===== config.mk =====
export PLATFORM = sky130hd
export DESIGN_NAME = lsu_ctrl
export DESIGN_NICKNAME = d
export VERILOG_FILES = /design/src/rtl/lsu_ctrl_pkg.sv /design/src/rtl/lsu_ctrl_align.sv /design/src/rtl/lsu_ctrl.sv
export SDC_FILE = /design/constraint.sdc
export NUM_CORES = 1
export LEC_CHECK = 0
export CAP_MARGIN = 0
export CORE_MARGIN = 4
export CORE_UTILIZATION = 38
export CTS_CLUSTER_DIAMETER = 80
export DETAILED_ROUTE_END_ITERATION = 6
export PLACE_DENSITY_LB_ADDON = 0.15
export SYNTH_ARGS = -nofsm -noshare
export SYNTH_HDL_FRONTEND = slang
export SYNTH_SLANG_ARGS = --single-unit

===== constraint.sdc =====
create_clock -name clk -period 3.48 [get_ports clk]
set_clock_uncertainty 0.1 [all_clocks]
set_input_delay 1.044 -clock clk [delete_from_list [all_inputs] [get_ports clk]]
set_output_delay 1.044 -clock clk [all_outputs]
set_load 0.03 [all_outputs]

===== src/rtl/lsu_ctrl_pkg.sv =====
// Shared definitions for the load/store unit controller.
//   DmAddrWidth / DataWidth : default data-memory word-address width and data width
//   F3*                     : RV32I load/store funct3 encodings
//   acc_e / lsu_classify    : decode of an incoming request into the action it needs
package lsu_ctrl_pkg;

    localparam int unsigned DmAddrWidth = 10;
    localparam int unsigned DataWidth   = 32;

    localparam logic [2:0] F3Byte  = 3'b000;  // LB / SB
    localparam logic [2:0] F3Half  = 3'b001;  // LH / SH
    localparam logic [2:0] F3Word  = 3'b010;  // LW / SW
    localparam logic [2:0] F3ByteU = 3'b100;  // LBU
    localparam logic [2:0] F3HalfU = 3'b101;  // LHU

    typedef enum logic [1:0] {
        AccLoad,  // single read, data returned next cycle
        AccSw,    // full-word write, no read needed
        AccRmw,   // sub-word store: read, merge, write
        AccErr    // misaligned or illegal funct3, no memory traffic
    } acc_e;

    function automatic acc_e lsu_classify(input logic we, input logic [2:0] f3,
                                          input logic [1:0] off);
        acc_e acc;
        acc = AccErr;
        if (we) begin
            case (f3)
                F3Byte:  acc = AccRmw;
                F3Half:  acc = off[0] ? AccErr : AccRmw;
                F3Word:  acc = (off == 2'b00) ? AccSw : AccErr;
                default: acc = AccErr;
            endcase
        end else begin
            case (f3)
                F3Byte, F3ByteU: acc = AccLoad;
                F3Half, F3HalfU: acc = off[0] ? AccErr : AccLoad;
                F3Word:          acc = (off == 2'b00) ? AccLoad : AccErr;
                default:         acc = AccErr;
            endcase
        end
        return acc;
    endfunction

endpackage


===== src/rtl/lsu_ctrl_align.sv =====
// lsu_align: combinational data path of the LSU.
//   funct3     : latched access type
//   off        : latched byte offset addr[1:0]
//   rdata      : word read from memory
//   wdata      : right-aligned store data
//   load_data  : selected byte/half/word, sign- or zero-extended
//   merge_data : rdata with the target byte/half replaced by wdata (SB/SH)
module lsu_align
    import lsu_ctrl_pkg::*;
(
    input  logic [2:0]  funct3,
    input  logic [1:0]  off,
    input  logic [31:0] rdata,
    input  logic [31:0] wdata,
    output logic [31:0] load_data,
    output logic [31:0] merge_data
);

    logic [7:0]  sel_byte;
    logic [15:0] sel_half;

    always_comb begin
        // Little endian: byte 0 lives in bits 7:0
        sel_byte = rdata[{off, 3'b000} +: 8];
        sel_half = off[1] ? rdata[31:16] : rdata[15:0];

        case (funct3)
            F3Byte:  load_data = {{24{sel_byte[7]}}, sel_byte};
            F3ByteU: load_data = {24'h0, sel_byte};
            F3Half:  load_data = {{16{sel_half[15]}}, sel_half};
            F3HalfU: load_data = {16'h0, sel_half};
            default: load_data = rdata;
        endcase

        merge_data = rdata;
        case (funct3)
            F3Byte:  merge_data[{off, 3'b000} +: 8] = wdata[7:0];
            F3Half:  merge_data[{off[1], 4'b0000} +: 16] = wdata[15:0];
            default: merge_data = wdata;
        endcase
    end

endmodule


===== src/rtl/lsu_ctrl.sv =====
// lsu_ctrl: load/store controller between the core and a dual-port data memory.
//   clk, rst                   : clock, asynchronous active-high reset
//   req_valid/we/funct3/addr/wdata, req_ready : request handshake from the core
//   resp_valid/rdata/err       : one-cycle completion pulse with load data or error
//   mem_ena/wea/addra/dia      : memory write port (port A)
//   mem_enb/addrb, mem_dob     : memory read port (port B), data one cycle after enable
module lsu_ctrl
    import lsu_ctrl_pkg::*;
#(
    parameter int unsigned DMADDRWIDTH = DmAddrWidth,
    parameter int unsigned DATAWIDTH   = DataWidth
) (
    input  logic                   clk,
    input  logic                   rst,
    input  logic                   req_valid,
    input  logic                   req_we,
    input  logic [2:0]             req_funct3,
    input  logic [31:0]            req_addr,
    input  logic [DATAWIDTH-1:0]   req_wdata,
    output logic                   req_ready,
    output logic                   resp_valid,
    output logic [DATAWIDTH-1:0]   resp_rdata,
    output logic                   resp_err,
    output logic                   mem_ena,
    output logic                   mem_wea,
    output logic [DMADDRWIDTH-1:0] mem_addra,
    output logic [DATAWIDTH-1:0]   mem_dia,
    output logic                   mem_enb,
    output logic [DMADDRWIDTH-1:0] mem_addrb,
    input  logic [DATAWIDTH-1:0]   mem_dob
);

    typedef enum logic [1:0] {StIdle, StLoad, StRmw, StAck} state_e;

    state_e                 state_q;
    logic [2:0]             f3_q;
    logic                   we_q;
    logic [1:0]             off_q;
    logic [DMADDRWIDTH-1:0] waddr_q;
    logic [DATAWIDTH-1:0]   wdata_q;
    logic                   err_q;

    logic [DMADDRWIDTH-1:0] req_word;
    acc_e                   req_acc;
    logic [31:0]            load_data;
    logic [31:0]            merge_data;

    // Bits above the memory's word address are deliberately ignored
    logic unused_bits;
    assign unused_bits = ^{req_addr[31:DMADDRWIDTH+2], we_q};

    assign req_word = req_addr[DMADDRWIDTH+1:2];
    assign req_acc  = lsu_classify(req_we, req_funct3, req_addr[1:0]);

    lsu_align u_align (
        .funct3     (f3_q),
        .off        (off_q),
        .rdata      (mem_dob),
        .wdata      (wdata_q),
        .load_data  (load_data),
        .merge_data (merge_data)
    );

    always_ff @(posedge clk or posedge rst) begin
        if (rst) begin
            state_q <= StIdle;
            f3_q    <= '0;
            we_q    <= 1'b0;
            off_q   <= '0;
            waddr_q <= '0;
            wdata_q <= '0;
            err_q   <= 1'b0;
        end else begin
            case (state_q)
                StIdle: begin
                    if (req_valid) begin
                        f3_q    <= req_funct3;
                        we_q    <= req_we;
                        off_q   <= req_addr[1:0];
                        waddr_q <= req_word;
                        wdata_q <= req_wdata;
                        err_q   <= (req_acc == AccErr);
                        case (req_acc)
                            AccLoad: state_q <= StLoad;
                            AccRmw:  state_q <= StRmw;
                            default: state_q <= StAck;
                        endcase
                    end
                end
                StRmw:   state_q <= StAck;
                default: state_q <= StIdle;
            endcase
        end
    end

    // Memory enables for the accepting cycle are combinational on the request so a
    // load or SW issues in the same cycle it is accepted; everything is gated by rst
    // so a reset mid-RMW cannot leak the write.
    always_comb begin
        req_ready  = 1'b0;
        resp_valid = 1'b0;
        resp_err   = 1'b0;
        resp_rdata = '0;
        mem_ena    = 1'b0;
        mem_wea    = 1'b0;
        mem_enb    = 1'b0;
        mem_addra  = req_word;
        mem_addrb  = req_word;
        mem_dia    = req_wdata;
        if (!rst) begin
            unique case (state_q)
                StIdle: begin
                    req_ready = 1'b1;
                    if (req_valid) begin
                        case (req_acc)
                            AccLoad, AccRmw: mem_enb = 1'b1;
                            AccSw: begin
                                mem_ena = 1'b1;
                                mem_wea = 1'b1;
                            end
                            default: ;
                        endcase
                    end
                end
                StLoad: begin
                    resp_valid = 1'b1;
                    resp_rdata = load_data;
                end
                StRmw: begin
                    mem_ena   = 1'b1;
                    mem_wea   = 1'b1;
                    mem_addra = waddr_q;
                    mem_dia   = merge_data;
                end
                StAck: begin
                    resp_valid = 1'b1;
                    resp_err   = err_q;
                end
            endcase
        end
    end

endmodule


# [After elaboration in Yosys (flattened, before gate mapping)]
# Index checks and enable logic that the tools add are counted.
# Widths: inputs -> output; s select.
[op_classes] addsub=2 mul=0 n_div=0 n_lt_le_gt_ge=0 n_eq_ne=14 n_shift=5 mux=35 bitwise=0 reduce_logical=10
[ops] cell="$mux 32" count=4
[ops] cell="$pmux 32 s4" count=1
[ops] cell="$bwmux 32" count=2
[ops] cell="$pmux 32 s2" count=1
[ops] cell="$shift 16x7->32 const A" count=1
[ops] cell="$shift 8x7->32 const A" count=1
[ops] cell="$shiftx 16x7->32" count=1
[ops] cell="$shiftx 32x6->8" count=1
[ops] cell="$shiftx 8x7->32" count=1
[ops] cell="$mux 10" count=2
[ops] cell="$mux 16" count=1
[ops] cell="$mux 1" count=14
[ops] cell="$neg 5->7" count=2
[ops] cell="$eq 3x3->1 const B" count=4
[ops] cell="$pmux 2 s3" count=2
[ops] cell="$mux 2" count=5
[ops] cell="$eq 2x2->1 const B" count=4
[ops] cell="$pmux 2 s2" count=2
[ops] cell="$reduce_or 2->1" count=4
[ops] cell="$eq 3x1->1 const B" count=2
[ops] cell="$logic_not 2->1" count=3
[ops] cell="$logic_not 3->1" count=2
[ops] cell="$eq 2x1->1 const B" count=2
[ops] cell="$eq 3x2->1 const B" count=1
[ops] cell="3 further kinds" count=3
[totals] reg_bits=50 latchBits=0 mem_bits_rw=0 mem_bits_ro=0 inputBits=103 out_inout_bits=90 wordCells=72 n_memories=0

# [Logic depth before layout (Yosys ltp)]
# Gate-level depths: netlist of the first run.
[depth] word_depth=10 ltp_mapped=9 depth_no_buf=6

# [Cells and area by module]
# Synthesis of the first run repeated with hierarchy kept, for this count alone.
[unflattened] hier_cells=628 hier_area_um2=4713.3
[modules_own_cells] module="lsu_ctrl" instances=1 cells_per_inst=328 area_each_um2=2830.2 seq_area_each_um2=1251.2
[modules_own_cells] module="lsu_align" instances=1 cells_per_inst=300 area_each_um2=1883.1 seq_area_each_um2=0.0

# [Worst setup path after synthesis of the first run]
# Ideal clock, no wire load.
[synth_path] path_type="input port to output port" start="input port rst" end="output port mem_wea" arrival_ps=3319 required_ps=2336 setup_slack_ps=-983 path_stages=4 n_path_buf=1 path_cell_list="inv_1 -> nand3_1 -> o21ai_0 -> buf_4"
[synth_between] elab_chain_cells=1
[synth_lines] element="start: declaration" line="lsu_ctrl.sv:14" text="input logic rst,"
[synth_lines] element="$mux 1"
[synth_lines] element="end: declaration" line="lsu_ctrl.sv:25" text="output logic mem_wea,"
# Every way passes these cells.

# [Worst setup path after layout of the first run]
[layout_path] start="input port rst" end="output port resp_rdata[17]"
[layout_between] elab_chain_cells=1
[layout_lines] element="$mux 32" line="lsu_ctrl.sv:110" text="if (!rst) begin"
[layout_lines] element="end: declaration" line="lsu_ctrl.sv:22" text="output logic [DATAWIDTH-1:0] resp_rdata,"
# Every way passes these cells.

==> run summary, run 1 <==
Area contributors post-synth = dfrtp_1, mux2_2, a221oi_1, nand2_1, mux4_1
Number of enable flip-flop cells after synthesis = 0
Share of cells above drive strength 1 = 0.528
Avg Inst Size Synth = 8.85 sq um
Worst-path clk slew = 0.10 ns
TritonCTS Buffers = 5
Reg2Reg Depth = 3
Netlist cell types = 52
Worst Max-Slew Pin Slew = 0.664 ns
Cell taking the most area after synthesis = dfrtp_1
Htree depth = 2
Longest Clk Path Bufs = 2
Final Power = 5.58 mW
Post-Synth XOR/XNOR Area = 0
WHS Path Cells = 1
Core footprint = 10500 sq um
Total wire length = 16900 microns
Iter 0 DRT Violations = 358
Crit path launch type = input pin
Post-CTS Hold Buffers = 0
Yosys reg bits = 50
Cell breakdown of the critical path = buf_8 > buf_4 > and2b_2 > nand2_4 > a211o_4 > clkbuf_16 > nand2_2 > buf_6
Placed instance area = 6390 sq um
Flop pwr share = 0.208
Min Clock Period, post-route = 3.53 ns
Hold Path Class = reg2reg
Critical path depth = 8
CTS Root Cell = clkbuf_8
Synth top area share = 0.302
Fin worst setup slack = -0.0469 ns
GRT Total Usage = 0.251
Die width = 112 microns
Data arrival, critical path = 2.38 ns
Max-cap viol count = 0
Switching Share = 0.480
Area grow syn2layout = 81.0%
Clock Power Share = 0.066
CP required = 2.34 ns
P_int = 2.90 mW
Number of hold violations in the final report = 0
Final #Nets = 809
TritonRoute pass-1 iters = 5
Die area = 12600 sq um
Syn nets = 576
DRC Markers = 0
Final setup viols = 23
Mux cell area share after synthesis = 0.197
CTS tree = done
Period utilization = 1.01
GR Overflow Total = 0
Post-Syn Instances = 468
Post-Syn Area = 4140 sq um
RSZ-0062 raised after global routing = true
ANT cells = 0
Synth Area in Simple Gates = 0.198
Post-DRT Antenna Nets = 0
Run status = complete, but fails checks
Detailed Place HPWL = 12400 microns
Initial antenna violation count = 0
Worst-path fanout max = 8
Via/cell ratio = 5.64
Pleak = 3.32 nW
Failing checks = setup timing
Largest net degree at the start of global routing = 52
Slew Viols, Final = 0
FP Rows = 37
Fmax = 284 MHz
Min-delay src = wdata_q[26]
First-pass GRT wire length = 25800 microns
Endpoint type of the worst setup path = output port
Slew HR = 0.557
IO Count = 193
Synth Area in Adders = 0.0151
Slowest CP cell = a211o_4
Initial Util = 0.396
Total vias in the final route = 4725
Placer Congestion = 0.917
Wirelength per Cell = 20.1 microns
Vias in the first global route = 4640
Yosys warns = 0
Setup Crit Path Kind = in2out
Top Family by Delay on Critical Path = buffers and inverters
Largest family of logic cells by synthesized area = compound AO/OA/AOI/OAI gates
Fill cell count = 820
R2r startpoint = state_q[0]
Power per cell area = 745 nW/um^2
Synth Area in Compound Gates = 0.199
Sequential area share after synthesis = 0.302
Crit path launch = rst
Design area = 7500 sq um
Net Sw Power = 2.68 mW
Main flop type after synthesis = dfrtp_1
WP buf/inv = 4
Port bufs = 172
Worst skew pair latency = 0.31 ns
Logic pwr share = 0.726
Worst vdd ir = 478 uV
Slowest stage delay, CP = 0.32 ns
# clock sinks = 50
Post-synth ARST share = 1.00
Height of the die = 112 microns
[placed cells by master, fill, tap and decap left out, drive strengths merged, types with 5 or more instances in the layout]
| cell | netlist | final |
|---|---|---|
| buf | 33 | 183 |
| nand2 | 88 | 88 |
| clkdlybuf4s50 | 0 | 62 |
| mux2 | 54 | 54 |
| dfrtp | 50 | 50 |
| a221oi | 39 | 39 |
| o21ai | 29 | 29 |
| nor2 | 27 | 27 |
| inv | 23 | 23 |
| dlygate4sd2 | 0 | 22 |
| nor3 | 20 | 20 |
| a21oi | 14 | 14 |
| o22ai | 8 | 8 |
| o21a | 8 | 8 |
| a222oi | 8 | 8 |
| or3 | 8 | 8 |
| clkbuf | 14 | 8 |
| mux4 | 8 | 8 |
| ha | 5 | 5 |
[area by class of cell]
cell class / instances / area, sq um / share of cell area
clock buffer: 5 / 68.8 / 0.00918
clock inverter: 3 / 22.5 / 0.00300
inverter: 23 / 95.1 / 0.0127
multi-input combinational: 348 / 3170 / 0.423
sequential: 50 / 1250 / 0.167
tap: 136 / 170 / 0.0227
timing repair buffer: 273 / 2710 / 0.362
[power groups by stage]
| stage | registers (mW) | clock network (mW) | logic, mW |
|---|---|---|---|
| CTS | 1.14 | 0.373 | 3.67 |
| global route | 1.20 | 0.400 | 4.30 |
| finish | 1.16 | 0.367 | 4.05 |
| global placement | 1.11 | 0 | 3.20 |
| floorplan | 1.06 | 0 | 2.10 |
| detailed placement | 1.13 | 0 | 3.25 |
[final timing paths]
check,slack [ns],end
min in group asynchronous,0.98,err_q
hold / removal,0.41,wdata_q[26]
setup / recovery,-0.05,resp_rdata[17]
setup reg to reg,1.53,wdata_q[11]
hold reg to reg,0.41,wdata_q[26]
max in group asynchronous,1.83,off_q[0]
[flip-flops by register name (all words and copies together), names as in the netlist]
register	flops
wdata_q	32
waddr_q	10
f3_q	3
off_q	2
state_q	2
err_q	1
[what timing repair did]
action	CTS	global route
buffers inserted	10	3
pin swaps	22	24
gates resized for setup	199	103
setup endpoints to repair	78	65
cloned	3	3
[cells in the mapped netlist (2+ instances only)]
cell      number
buf_4         15
o22ai_1        8
nor3_1        17
and2b_1        2
nand2b_1       4
mux2_2        53
clkbuf_2       2
nor3b_1        3
a21oi_1       13
a221oi_1      39
and3_1         3
nand2_1       87
o21ai_1        8
buf_2         14
nor2_1        26
nor3_2         2
o21a_1         8
o21ai_0       21
a222oi_1       8
a31oi_1        2
ha_1           5
buf_6          3
clkbuf_1      12
dfrtp_1       50
or2_2          2
mux4_1         7
inv_1         22
or3_1          8
[routing by layer]
| layer | part of all wire | global-route usage | vias up |
|---|---|---|---|
| li1 | - | - | 2185 |
| met1 | 0.42 | 0.356 | 2285 |
| met2 | 0.47 | 0.404 | 237 |
| met3 | 0.092 | 0.0447 | 18 |
| met4 | 0.017 | 0.0489 | 0 |
| met5 | 0 | 0 | - |
[cell families after synthesis]
family                   count (synthesis)
adder cells (fa/ha/maj)                  5
AO/OA/AOI/OAI                          112
buffers and inverters                   70
flip-flops                              50
AND/OR/NAND/NOR                        169
multiplexers                            62
[stage by stage]
step	cells	TNS (ns)	util	setup slack, ns	hold slack [ns]
finish	838	-0.476	0.716	-0.0469	0.409
global route	838	-1.84	0.716	-0.0789	0.437
CTS	833	-0.184	0.667	-0.0377	0.414
detailed placement	816	-37.33	0.611	-0.761	0.389
global placement	816	-36.66	0.611	-0.778	0.382
floorplan	468	-1.86	-	-0.210	0.374
No activity file was read; power rests on OpenSTA's default activity.
==> run 2: changes to the inputs <==
SKIP_CTS_REPAIR_TIMING = 1   (was default)
==> run 2 against run 1 <==
Compared with the run above: the run still ends with setup timing left; cell area increased by 1.2%; non-clock buffer count up 12; core utilization rose by 0.84 points; sequential power about the same; clock power barely moved; global-route usage decreased by 1.1 points; via count about the same; flip-flop and latch count is the same; clock-buffer cell count stayed put.
==> run summary, run 2 (synthesized netlist as in run 1, its figures left out) <==
Worst R2R Setup Slack = 1.51 ns (was 1.53 ns)
Period utilization = 1.02 (was 1.01)
Hold WS = 0.416 ns (was 0.409 ns)
First-pass GRT wire length = 24600 microns (was 25800 microns)
Post-DRT Antenna Nets = 0 (unchanged)
RSZ-0062 raised after global routing = true (unchanged)
Worst-path clk slew = 0.10 ns (about the same)
Die width = 112 microns (unchanged)
Fmax = 283 MHz (was 284 MHz)
CP required = 2.34 ns (about the same)
Port bufs = 172 (unchanged)
GRT Total Usage = 0.240 (was 0.251)
IO Count = 193 (unchanged)
Iter 0 DRT Violations = 400 (was 358)
Cell breakdown of the critical path = buf_8 > or3b_4 > buf_8 > or3_1 > o21ai_1 > a21oi_1 > buf_4 (was buf_8 > buf_4 > and2b_2 > nand2_4 > a211o_4 > clkbuf_16 > nand2_2 > buf_6)
Share of cells above drive strength 1 = 0.507 (was 0.528)
Die area = 12600 sq um (unchanged)
GR Overflow Total = 0 (unchanged)
Pleak = 3.54 nW (was 3.32 nW)
TritonRoute pass-1 iters = 6 (was 5)
Longest Clk Path Bufs = 2 (unchanged)
Crit path launch = rst (unchanged)
Largest net degree at the start of global routing = 52 (unchanged)
Worst-path fanout max = 5 (was 8)
# clock sinks = 50 (unchanged)
Initial antenna violation count = 0 (unchanged)
Min Clock Period, post-route = 3.54 ns (was 3.53 ns)
CP endpoint = mem_dia[31] (was resp_rdata[17])
Final TNS setup = -0.659 ns (was -0.476 ns)
Detailed Place HPWL = 12400 microns (unchanged)
Finished Core Util = 0.725 (was 0.716)
Slew Viols, Final = 0 (unchanged)
Height of the die = 112 microns (unchanged)
Most common cell after layout, fill and taps aside = buf_4 (unchanged)
Crit path launch type = input pin (unchanged)
Fill cell count = 791 (was 820)
Largest regs = wdata_q (32), waddr_q (10), f3_q (3) (unchanged)
Data arrival, critical path = 2.39 ns (was 2.38 ns)
Fin worst setup slack = -0.0576 ns (was -0.0469 ns)
DRC Markers = 0 (unchanged)
Worst skew pair latency = 0.30 ns (was 0.31 ns)
Power per cell area = 753 nW/um^2 (was 745 nW/um^2)
R2R Path End = wdata_q[10] (was wdata_q[11])
Failing checks = setup timing (unchanged)
Max reg flops = 32 (unchanged)
Run status = complete, but fails checks (unchanged)
Final Power = 5.71 mW (was 5.58 mW)
Htree depth = 2 (unchanged)
Total vias in the final route = 4729 (was 4725)
Final #Nets = 821 (was 809)
CTS tree = done (unchanged)
Largest Register = wdata_q (unchanged)
Area grow syn2layout = 83.1% (was 81.0%)
Post-Place Setup Slack = -0.761 ns (unchanged)
Vias in the first global route = 4448 (was 4640)
Worst vdd ir = 514 uV (was 478 uV)
Worst Max-Slew Pin Slew = 0.671 ns (was 0.664 ns)
Reg2Reg Depth = 3 (unchanged)
Via/cell ratio = 5.56 (was 5.64)
Slowest CP cell = or3b_4 (was a211o_4)
Setup Crit Path Kind = in2out (unchanged)
Hold Path Class = reg2reg (unchanged)
Slowest stage delay, CP = 0.44 ns (was 0.32 ns)
Wirelength per Cell = 20.1 microns (about the same)
Slew HR = 0.552 (was 0.557)
R2r startpoint = state_q[0] (unchanged)
Total wire length = 17100 microns (was 16900 microns)
Worst path most repeated cell = buf_8
CTS Root Cell = clkbuf_8 (unchanged)
TritonCTS Buffers = 5 (unchanged)
FP Rows = 37 (unchanged)
Max-cap viol count = 0 (unchanged)
Final setup viols = 23 (unchanged)
Initial Util = 0.396 (unchanged)
Number of hold violations in the final report = 0 (unchanged)
Core footprint = 10500 sq um (unchanged)
ANT cells = 0 (unchanged)
Placer Congestion = 0.917 (unchanged)
Most frequent cells in the layout = buf_4, nand2_1, clkdlybuf4s50_1 (unchanged)
Endpoint type of the worst setup path = output port (unchanged)
==> run 2: cell count changes in the layout (fill, tap and decap cells not counted), sizes merged <==
cell / change
dlymetal6s2s: +22
clkdlybuf4s50: +1
dlygate4sd2: -22
clkdlybuf4s15: -1
clkbuf: +4
buf: +8
==> run 2: how the worst min path moves through the flow <==
stage | from | depth (start not counted) | endpoint | slack, ns
finish | wdata_q[26] | 1 | wdata_q[26] | 0.42
global route | wdata_q[25] | 1 | wdata_q[25] | 0.44
CTS | wdata_q[26] | 1 | wdata_q[26] | 0.41
detailed placement | wdata_q[26] | 1 | wdata_q[26] | 0.39
global placement | wdata_q[27] | 1 | wdata_q[27] | 0.38
floorplan | wdata_q[24] | 1 | wdata_q[24] | 0.37
==> run 2: where the power goes <==
group / switching [mW] / internal, mW
clock: 0.219 / 0.146
sequential: 0.299 / 0.879
combinational: 2.22 / 1.95
==> run 2: worst max-delay path: cells and delay by family <==
family / cells / cell delay (ns)
AO/OA/AOI/OAI: 2 / 0.17
buffers and inverters: 3 / 0.44
AND/OR/NAND/NOR: 2 / 0.73
==> run 2: layout make-up <==
type                       count  area, sq um  area share
timing repair buffer         285         2850       0.376
tap                          136          170      0.0224
clock buffer                   5         68.8     0.00907
clock inverter                 3         22.5     0.00297
inverter                      23         95.1      0.0125
sequential                    50         1250       0.165
multi-input combinational    348         3120       0.411
==> run 2: stage by stage <==
step	std cells	area, sq um
after CTS	824	6480
after floorplan	468	4200
final	850	7580
after global placement	816	6390
after detailed placement	816	6390
after global routing	850	7580
==> run 2: layer usage <==
| metal | GRT usage | routed length, microns |
|---|---|---|
| met5 | 0 | 0 |
| met4 | 0.0425 | 187 |
| met3 | 0.0491 | 1260 |
| met2 | 0.376 | 8250 |
| met1 | 0.346 | 7380 |
==> run 3: changes to the inputs <==
CORE_UTILIZATION = 40   (was 38)
SYNTH_HIERARCHICAL = 1   (was default)
==> run 3 against run 2 <==
Compared with the run above: worst setup slack worse by 0.0048 ns; critical endpoint is now mem_dia[16]; cell area about the same; the flow still finishes with violations (setup timing); sequential share of layout area about the same.
==> run summary, run 3 <==
Run status = complete, but fails checks (unchanged)
Failing checks = setup timing (unchanged)
Setup Crit Path Kind = reg2out (was in2out)
Initial antenna violation count = 1 (was 0)
Total vias in the final route = 5676 (was 4729)
DRC Markers = 0 (unchanged)
Post-DRT Antenna Nets = 0 (unchanged)
RSZ-0062 raised after global routing = true (unchanged)
IO Count = 193 (unchanged)
Met3 wire length = 1720 microns (was 1260 microns)
Fill cell count = 969 (was 791)
Worst Hold End = err_q (was wdata_q[26])
Final #Nets = 954 (was 821)
WHS Path Cells = 2 (was 1)
FP Rows = 39 (was 37)
Post-Syn Instances = 628 (was 468)
Largest regs = wdata_q (32), waddr_q (10), f3_q (3) (unchanged)
Yosys warns = 6 (was 0)
Area of the multi-input gates = 3320 sq um (was 3120 sq um)
Crit path launch type = register (was input pin)
TritonCTS Buffers = 5 (unchanged)
Longest Clk Path Bufs = 2 (unchanged)
Slew HR = 0.598 (was 0.552)
CP required = 2.34 ns (about the same)
Synth top area share = 0.265 (was 0.302)
Hold WS = 0.372 ns (was 0.416 ns)
Vias in the first global route = 5124 (was 4448)
Initial Util = 0.411 (was 0.396)
Fin worst setup slack = -0.0624 ns (was -0.0576 ns)
Largest Register = wdata_q (unchanged)
Syn nets = 736 (was 576)
Most common cell after layout, fill and taps aside = nand2_1 (was buf_4)
Worst skew pair latency = 0.29 ns (was 0.30 ns)
Detailed Place HPWL = 13100 microns (was 12400 microns)
R2r startpoint = state_q[0] (unchanged)
Max-cap viol count = 0 (unchanged)
Via/cell ratio = 5.73 (was 5.56)
Area contributors post-synth = dfrtp_1, nand2_1, mux2_2, and3_1, nor2_1 (was dfrtp_1, mux2_2, a221oi_1, nand2_1, mux4_1)
Power per cell area = 853 nW/um^2 (was 753 nW/um^2)
FF/Latch Area = 1250 sq um (about the same)
Area grow syn2layout = 61.0% (was 83.1%)
Worst vdd ir = 398 uV (was 514 uV)
GR Overflow Total = 0 (unchanged)
Most frequent cells in the layout = nand2_1, buf_4, clkdlybuf4s50_1 (was buf_4, nand2_1, clkdlybuf4s50_1)
Height of the die = 117 microns (was 112 microns)
Die width = 117 microns (was 112 microns)
Period utilization = 1.02 (about the same)
Count leader, synth = nand2_1 (unchanged)
Netlist cell types = 56 (was 52)
Post-Syn Area = 4710 sq um (was 4140 sq um)
Min Clock Period, post-route = 3.54 ns (about the same)
Endpoint type of the worst setup path = output port (unchanged)
Final Power = 6.47 mW (was 5.71 mW)
Worst R2R Setup Slack = 1.81 ns (was 1.51 ns)
CTS Root Cell = clkbuf_16 (was clkbuf_8)
Met2 routed WL = 9080 microns (was 8250 microns)
Worst-path clk slew = 0.07 ns (was 0.10 ns)
Worst-path fanout max = 8 (was 5)
Total wire length = 19100 microns (was 17100 microns)
Largest net degree at the start of global routing = 49 (was 52)
Pleak = 3.93 nW (was 3.54 nW)
Post-synth ARST share = 1.00 (unchanged)
Min-delay src = err_q (was wdata_q[26])
CTS tree = done (unchanged)
Port bufs = 172 (unchanged)
Iter 0 DRT Violations = 574 (was 400)
Fmax = 282 MHz (was 283 MHz)
Finished Core Util = 0.662 (was 0.725)
Final setup viols = 10 (was 23)
Most instantiated cells after synthesis = nand2_1, dfrtp_1, nor2_1, mux2_2, and3_1 (was nand2_1, mux2_2, dfrtp_1, a221oi_1, nor2_1)
Wirelength per Cell = 19.3 microns (was 20.1 microns)
Max reg flops = 32 (unchanged)
GRT Total Usage = 0.254 (was 0.240)
Reg2Reg Depth = 5 (was 3)
Worst Max-Slew Pin Slew = 0.601 ns (was 0.671 ns)
Htree depth = 2 (unchanged)
# clock sinks = 50 (unchanged)
Avg Inst Size Synth = 7.51 sq um (was 8.85 sq um)
Data arrival, critical path = 2.40 ns (was 2.39 ns)
Die area = 13600 sq um (was 12600 sq um)
Yosys reg bits = 50 (unchanged)
Core footprint = 11500 sq um (was 10500 sq um)
Top layer in use = met4 (unchanged)
Sequential area share after synthesis = 0.265 (was 0.302)
M1 wire length = 8000 microns (was 7380 microns)
Share of cells above drive strength 1 = 0.342 (was 0.507)
First-pass GRT wire length = 27200 microns (was 24600 microns)
Slew Viols, Final = 0 (unchanged)
Cell taking the most area after synthesis = dfrtp_1 (unchanged)
Placer Congestion = 0.917 (about the same)
Crit path launch = off_q[1] (was rst)
Hold Path Class = reg2reg (unchanged)
R2R Path End = err_q (was wdata_q[10])
Number of enable flip-flop cells after synthesis = 0 (unchanged)
Number of hold violations in the final report = 0 (unchanged)
Main flop type after synthesis = dfrtp_1 (unchanged)
TritonRoute pass-1 iters = 5 (was 6)
==> run 3: cell types whose count changed after synthesis, sizes merged, moves of 9 or more <==
cell    before  now
a211oi       0   15
a221o        0   10
a221oi      39   15
and3         4   41
buf         33   42
inv         23    6
mux2        54   45
mux2i        0   14
nand2       88  198
nor2        27   48
==> run 3: worst max-delay path by stage <==
| stage | to | slack, ns | cells past startpoint |
|---|---|---|---|
| after floorplan | mem_wea | 0.09 | 4 |
| after global placement | mem_dia[12] | -0.59 | 6 |
| after detailed placement | mem_dia[12] | -0.61 | 6 |
| after CTS | mem_dia[8] | -0.61 | 8 |
| after global routing | mem_dia[18] | -0.14 | 10 |
| final | mem_dia[16] | -0.06 | 10 |
==> run 3: area by class of cell <==
class / count / share of cell area
Timing Repair Buffer: 267 / 0.346
Clock inverter: 3 / 0.00577
Multi-Input combinational cell: 514 / 0.438
Clock buffer: 5 / 0.0165
Inverter: 8 / 0.00462
Tap cell: 143 / 0.0236
Antenna cell: 1 / 0.000330
Sequential cell: 50 / 0.165
==> run 3: worst max-delay path, stage by stage (launching register included) <==
cell and delay (ns):
dfrtp_2 0.46, inv_4 0.11, ha_2 0.19, nand2b_4 0.14
buf_4 0.11, o41ai_2 0.05, buf_4 0.18, and3_1 0.17
a221o_1 0.27, mux2_2 0.26, buf_4 0.17
==> run 3: cells by family after synthesis <==
kind of cell	count (synthesis)	share of synthesized area
AND/OR/NAND/NOR	331	0.314
AO/OA/AOI/OAI	119	0.186
buffers and inverters	64	0.0836
multiplexers	59	0.137
flip-flops	50	0.265
adder cells (fa/ha/maj)	5	0.0133
==> run 3: per-layer routing <==
layer | vias to the layer above | GRT usage
li1 | 2639 | -
met1 | 2675 | 0.362
met2 | 330 | 0.404
met3 | 32 | 0.0409
met4 | 0 | 0.0619
met5 | - | 0
==> run 3: where the power goes <==
group | switching (mW) | total (mW) | internal (mW) | leakage (nW)
registers | 0.296 | 1.16 | 0.861 | 0.617
logic | 2.65 | 4.73 | 2.08 | 3.23
clock network | 0.238 | 0.579 | 0.341 | 0.0842
==> run 3: through the flow <==
| step | setup WS (ns) | setup TNS [ns] | instances | area, sq um |
|---|---|---|---|---|
| 2_1_floorplan | 0.0864 | 0 | 628 | 4710 |
| 3_3_place_gp | -0.593 | -22.82 | 960 | 6770 |
| 3_5_place_dp | -0.610 | -24.22 | 960 | 6770 |
| 4_1_cts | -0.614 | -25.43 | 968 | 6940 |
| 5_1_grt | -0.144 | -1.68 | 991 | 7590 |
| 6_report | -0.0624 | -0.475 | 991 | 7590 |
